### src/rtl/minesweeper_ctrl.sv
// Minesweeper game controller: owns the bomb, reveal and cursor grids, and
// sequences cursor moves, reveals, zero-cell flood fill and win/lose detection.
module minesweeper_ctrl #(
    parameter int  GRID_SIZE  = 3,
    parameter int  STATE_SIZE = 4,
    localparam int N          = GRID_SIZE * GRID_SIZE
) (
    input  logic                    clk,
    input  logic                    reset,
    input  logic                    start,
    input  logic [N-1:0]            bombInit,
    input  logic                    moveReq,
    input  logic [1:0]              moveDir,
    input  logic                    revealReq,
    input  logic [STATE_SIZE*N-1:0] states,
    input  logic [N-1:0]            nextCursorGrid,
    output logic [N-1:0]            bombGrid,
    output logic [N-1:0]            revealGrid,
    output logic [N-1:0]            cursorGrid,
    output logic                    move,
    output logic [1:0]              dir,
    output logic                    ready,
    output logic [2:0]              gameState,
    output logic [7:0]              moveCount
);

    typedef enum logic [2:0] {
        IDLE   = 3'd0,
        PLAY   = 3'd1,
        MOVE   = 3'd2,
        REVEAL = 3'd3,
        FLOOD  = 3'd4,
        CHECK  = 3'd5,
        WIN    = 3'd6,
        LOSE   = 3'd7
    } state_t;

    state_t       state_reg;
    logic [N-1:0] zero_mask;
    logic [N-1:0] seed;
    logic [N-1:0] expand;
    logic         cursor_bomb;
    logic         cursor_zero;
    logic         all_clear;

    assign seed = revealGrid & zero_mask;

    // Neighbour wiring is resolved at elaboration; off-grid neighbours tie to 0,
    // so the flood never wraps around an edge.
    for (genvar gi = 0; gi < N; gi++) begin : g_cell
        logic [8:0] nbr;
        assign zero_mask[gi] = (states[gi*STATE_SIZE +: STATE_SIZE] == '0);
        for (genvar gd = 0; gd < 9; gd++) begin : g_nbr
            localparam int NR = gi / GRID_SIZE + gd / 3 - 1;
            localparam int NC = gi % GRID_SIZE + gd % 3 - 1;
            if (gd != 4 && NR >= 0 && NR < GRID_SIZE && NC >= 0 && NC < GRID_SIZE) begin : g_in
                assign nbr[gd] = seed[NR*GRID_SIZE + NC];
            end else begin : g_out
                assign nbr[gd] = 1'b0;
            end
        end
        assign expand[gi] = ~revealGrid[gi] & ~bombGrid[gi] & (|nbr);
    end

    assign cursor_bomb = |(cursorGrid & bombGrid);
    assign cursor_zero = |(cursorGrid & zero_mask);
    assign all_clear   = &(revealGrid | bombGrid);

    always_ff @(posedge clk or posedge reset) begin
        if (reset) begin
            state_reg  <= IDLE;
            bombGrid   <= '0;
            revealGrid <= '0;
            cursorGrid <= '0;
            dir        <= 2'b00;
            moveCount  <= 8'd0;
        end else begin
            case (state_reg)
                IDLE, WIN, LOSE: begin
                    if (start) begin
                        bombGrid   <= bombInit;
                        revealGrid <= '0;
                        cursorGrid <= {{(N-1){1'b0}}, 1'b1};
                        moveCount  <= 8'd0;
                        state_reg  <= PLAY;
                    end
                end
                PLAY: begin
                    // A simultaneous move request is dropped in favour of the reveal.
                    if (revealReq) begin
                        state_reg <= REVEAL;
                    end else if (moveReq) begin
                        dir       <= moveDir;
                        state_reg <= MOVE;
                    end
                end
                MOVE: begin
                    if (nextCursorGrid != '0) begin
                        cursorGrid <= nextCursorGrid;
                        if (moveCount != 8'hFF) begin
                            moveCount <= moveCount + 8'd1;
                        end
                    end
                    state_reg <= PLAY;
                end
                REVEAL: begin
                    if (cursor_bomb) begin
                        revealGrid <= '1;
                        state_reg  <= LOSE;
                    end else begin
                        revealGrid <= revealGrid | cursorGrid;
                        state_reg  <= cursor_zero ? FLOOD : CHECK;
                    end
                end
                FLOOD: begin
                    if (expand != '0) begin
                        revealGrid <= revealGrid | expand;
                    end else begin
                        state_reg <= CHECK;
                    end
                end
                CHECK: begin
                    state_reg <= all_clear ? WIN : PLAY;
                end
                default: begin
                    state_reg <= IDLE;
                end
            endcase
        end
    end

    assign move      = (state_reg == MOVE);
    assign ready     = (state_reg == PLAY);
    assign gameState = state_reg;

endmodule

### config.mk
export PLATFORM = sky130hd
export DESIGN_NAME = minesweeper_ctrl
export DESIGN_NICKNAME = d
export VERILOG_FILES = /design/src/rtl/minesweeper_ctrl.sv
export SDC_FILE = /design/constraint.sdc
export NUM_CORES = 1
export LEC_CHECK = 0
export ABC_AREA = 1
export BUFFER_PORTS_ARGS = -buffer_cell sky130_fd_sc_hd__buf_2
export CORE_ASPECT_RATIO = 1.1
export CORE_MARGIN = 8
export CORE_UTILIZATION = 45
export CTS_BUF_LIST = sky130_fd_sc_hd__clkbuf_8
export CTS_CLUSTER_DIAMETER = 100
export DETAILED_ROUTE_END_ITERATION = 8
export PLACE_DENSITY_LB_ADDON = 0.2
export SLEW_MARGIN = 0
export SYNTH_ARGS = -nofsm -noshare
export SYNTH_HDL_FRONTEND = slang
export SYNTH_SLANG_ARGS = --single-unit
### constraint.sdc
create_clock -name clk -period 1.7 [get_ports clk]
set_input_delay 0 -clock clk [delete_from_list [all_inputs] [get_ports clk]]
set_output_delay 0 -clock clk [all_outputs]
set_load 0.02 [all_outputs]
==> impl_metrics.py <==
metrics = {
    "min_path": {
        "whs_endpoint": "gameState[0]$_DFFE_PP0P_",
        "min_path_cells": 4,
        "hp-class": "input port to register",
        "worstHoldStart": "moveReq",
    },
    "clock_tree": {
        "h-tree-depth": 2,
        "cts_tree": "done",
        "cts_root_buf": "clkbuf_8",
        "clock_path_buffers": 2,
        "clock-sinks": 40,
        "clkSlewWorstSetupHoldPaths_ns": 0.09,
        "insertion_delay_ns": 0.30,
        "cts_buffers": 5,
    },
    "global_route": {
        "grt_max_degree": 41,
        "grt_pass1_wl_mm": 14.4,
        "grt_util_all_layers": 0.220,
        "grt_overflow": 0,
        "grt_pass1_vias": 3065,
        "antenna_found_initial": 0,
    },
    "power": {
        "power.density_nw_per_um2": 1610,
        "p_leak_nw": 2.14,
        "vdd_drop_max_mv": 1.15,
    },
    "routing": {
        "dr.max_layer_used": "met4",
        "drc": 0,
        "avgViaCountPerCell": 5.18,
        "wire_per_inst_um": 15.9,
        "wl_met1_mm": 3.71,
        "drt-initial-drc-count": 189,
        "vias": 3052,
        "first_pass_iters": 4,
        "routed-wl-met2_mm": 4.65,
        "routed_wl_mm": 9.35,
        "wl_met3_um": 832,
        "postRouteAntennaNets": 0,
    },
    "cells_and_area": {
        "finish.net_count": 575,
        "n_antenna_cell": 0,
        "synthToLayoutAreaGrowth_pct": 51.6,
        "drive_gt1_frac": 0.387,
        "instances_no_fill": 589,
    },
    "floorplanning": {
        "ios": 103,
        "die_w_um": 87.7,
        "initial_core_util": 0.468,
        "row_count": 28,
        "fp.dieH_um": 94.8,
        "coreArea_um2": 5430,
        "die_area_um2": 8310,
    },
    "placed_design": {
        "gp_congestion": 0.931,
        "port_buffers": 102,
        "dpl.cell_count": 552,
        "hpwl_mm": 6.84,
    },
    "yosys": {
        "synth-edff-count": 0,
        "syn-cell-area_um2": 2540,
        "syn_inst": 350,
        "ys_warn_count": 0,
        "syn_area_per_cell_um2": 7.26,
        "synth_nets": 412,
        "yosys.cell_types.count": 36,
        "synth_seq_area_share": 0.394,
        "synthArstFlopShare": 1.00,
        "post-synth-top-area-fraction": 0.394,
        "synthFlopType": "dfrtp_1",
        "yosys-top-cells-area": "dfrtp_1 (39%), nand2_1 (12%), nand3_1 (11%)",
        "synth_top_cell_by_area": "dfrtp_1",
        "ys_ff_latch": 40,
    },
    "worst_setup_path": {
        "timing.rr.start": "gameState[1]$_DFFE_PP0P_",
        "arrival_ns": 1.91,
        "required_ns": 1.90,
        "path_class": "register to register",
        "r2r-end": "moveCount[1]$_DFFE_PP0P_",
        "cp-start-kind": "register",
        "r2r_slack_ns": -0.01,
        "rr_worst_depth": 12,
        "end_kind": "register",
        "cp_max_fo": 6,
    },
    "timing": {
        "maxSlewHeadroom": 0.666,
        "rsz0062_at_grt": "yes",
        "finalCritPeriodShare": 1.01,
        "slew_violations": 0,
        "setup_ws_ns": -0.0117,
        "tns_ns": -0.0168,
        "skew_ns": 0.00625,
        "setup_viol_count_final": 2,
        "layout_min_cycle_time_ns": 1.71,
        "hold_viol": 0,
        "max_freq_mhz": 584,
        "hold_ws_ns": 0.0834,
        "worst_pin_slew_ns": 0.501,
    },
    "run": {
        "cap_violations": 0,
    },
    "outcome": {
        "violations": "negative setup slack",
        "outcome": "finished, violations left",
    },
}
==> cell families (layout without fill, tap and decap cells) <==
| logic type | count (synthesis) | count (layout) | share of synthesized area |
|---|---|---|---|
| xor gates and xnor gates | 3 | 3 | 0.0103 |
| buffers and inverters | 41 | 205 | 0.0625 |
| AOI/OAI and AO/OA | 47 | 47 | 0.116 |
| DFF | 40 | 40 | 0.394 |
| adders and majority gates | 1 | 1 | 0.00492 |
| muxes | 6 | 6 | 0.0266 |
| and+or+nand+nor | 212 | 212 | 0.386 |
==> where the power goes <==
part           total, W  switching, W  leakage [nW]  internal, W
Sequential      0.00159      0.000283         0.505      0.00131
Combinational   0.00381       0.00230          1.58      0.00151
Clock          0.000818      0.000375        0.0548     0.000443
==> worst max-delay path by stage <==
stage	start	endpoint	slack [ns]	cells past startpoint
3_3_place_gp	revealGrid[4]$_DFFE_PP0P_	revealGrid[2]$_DFFE_PP0P_	0.02	9
5_1_grt	gameState[1]$_DFFE_PP0P_	moveCount[0]$_DFFE_PP0P_	-0.09	12
4_1_cts	gameState[2]$_DFFE_PP0P_	moveCount[2]$_DFFE_PP0P_	0.03	11
6_report	gameState[1]$_DFFE_PP0P_	moveCount[1]$_DFFE_PP0P_	-0.01	12
3_5_place_dp	revealGrid[4]$_DFFE_PP0P_	revealGrid[7]$_DFFE_PP0P_	-0.06	9
2_1_floorplan	gameState[1]$_DFFE_PP0P_	moveCount[2]$_DFFE_PP0P_	0.004	10
==> through the flow <==
step	util	total power [W]	setup slack [ns]	cell area (um2)
after CTS	0.683	0.00595	0.0263	3710
final	0.710	0.00622	-0.0117	3850
after global placement	0.620	0.00500	0.0153	3360
after global routing	0.710	0.00664	-0.0881	3850
after floorplan	-	0.00363	0.00362	2540
after detailed placement	0.620	0.00505	-0.0618	3360
==> state kept, by name, indices dropped and copies added (netlist names) <==
signal and count:
dir 2, moveCount 8, revealGrid 9, gameState 3, bombGrid 9, cursorGrid 9
==> repair_timing <==
action                     4_1_cts  5_1_grt
pin swaps                        1        6
setup buffers                    1        7
resized for setup                5       32
gates cloned                     0        1
hold buffers                    20        0
setup endpoints to repair       10       26
hold endpoints to repair        59        0
==> final cells by class <==
cell class                      count  area, um2
Fill cell                         456       1580
Multi-Input combinational cell    269       1480
Timing Repair Buffer              160       1010
Sequential cell                    40       1000
Inverter                           36        145
Tap cell                           75       93.8
Clock buffer                        5       68.8
Clock inverter                      3       46.3
Timing Repair inverter              1       6.26
==> synth_stat cells, types with 2 or more instances <==
master,count
a21oi_1,6
a22o_1,3
a32o_1,2
buf_1,2
clkbuf_1,3
dfrtp_1,40
inv_1,32
inv_2,3
mux2_2,6
nand2_1,83
nand2_2,3
nand3_1,57
nand3_2,2
nand4_1,6
nor2_1,45
nor2_4,3
nor3_1,4
nor3_2,2
nor4_1,2
o21ai_0,25
o21ai_1,2
o31ai_2,3
or2_2,2
xor2_1,2
==> routing by layer <==
metal,global-route usage,vias up
li1,-,1504
met1,0.247,1411
met2,0.397,123
met3,0.0599,14
met4,0.0617,0
met5,0,-
==> cell usage in the layout (no fill, tap or decap), drive strengths merged, types with 7 or more instances in the layout <==
cell           n
buf          140
nand2         87
nand3         59
nor2          49
dfrtp         40
inv           37
o21ai         28
dlygate4sd3   20
a21oi          7
==> worst max-delay path, cell delays in order, from the launching register on <==
cell and delay (ns):
dfrtp_1 0.38, inv_2 0.07, nor2_4 0.15, inv_2 0.06, nor2_4 0.15, clkinv_4 0.12, nor2_4 0.11, nand3_2 0.11
nand2_4 0.14, nor2_8 0.06, buf_6 0.13, nand3_1 0.05, o21ai_1 0.06
No activity file was read; power rests on OpenSTA's default activity.
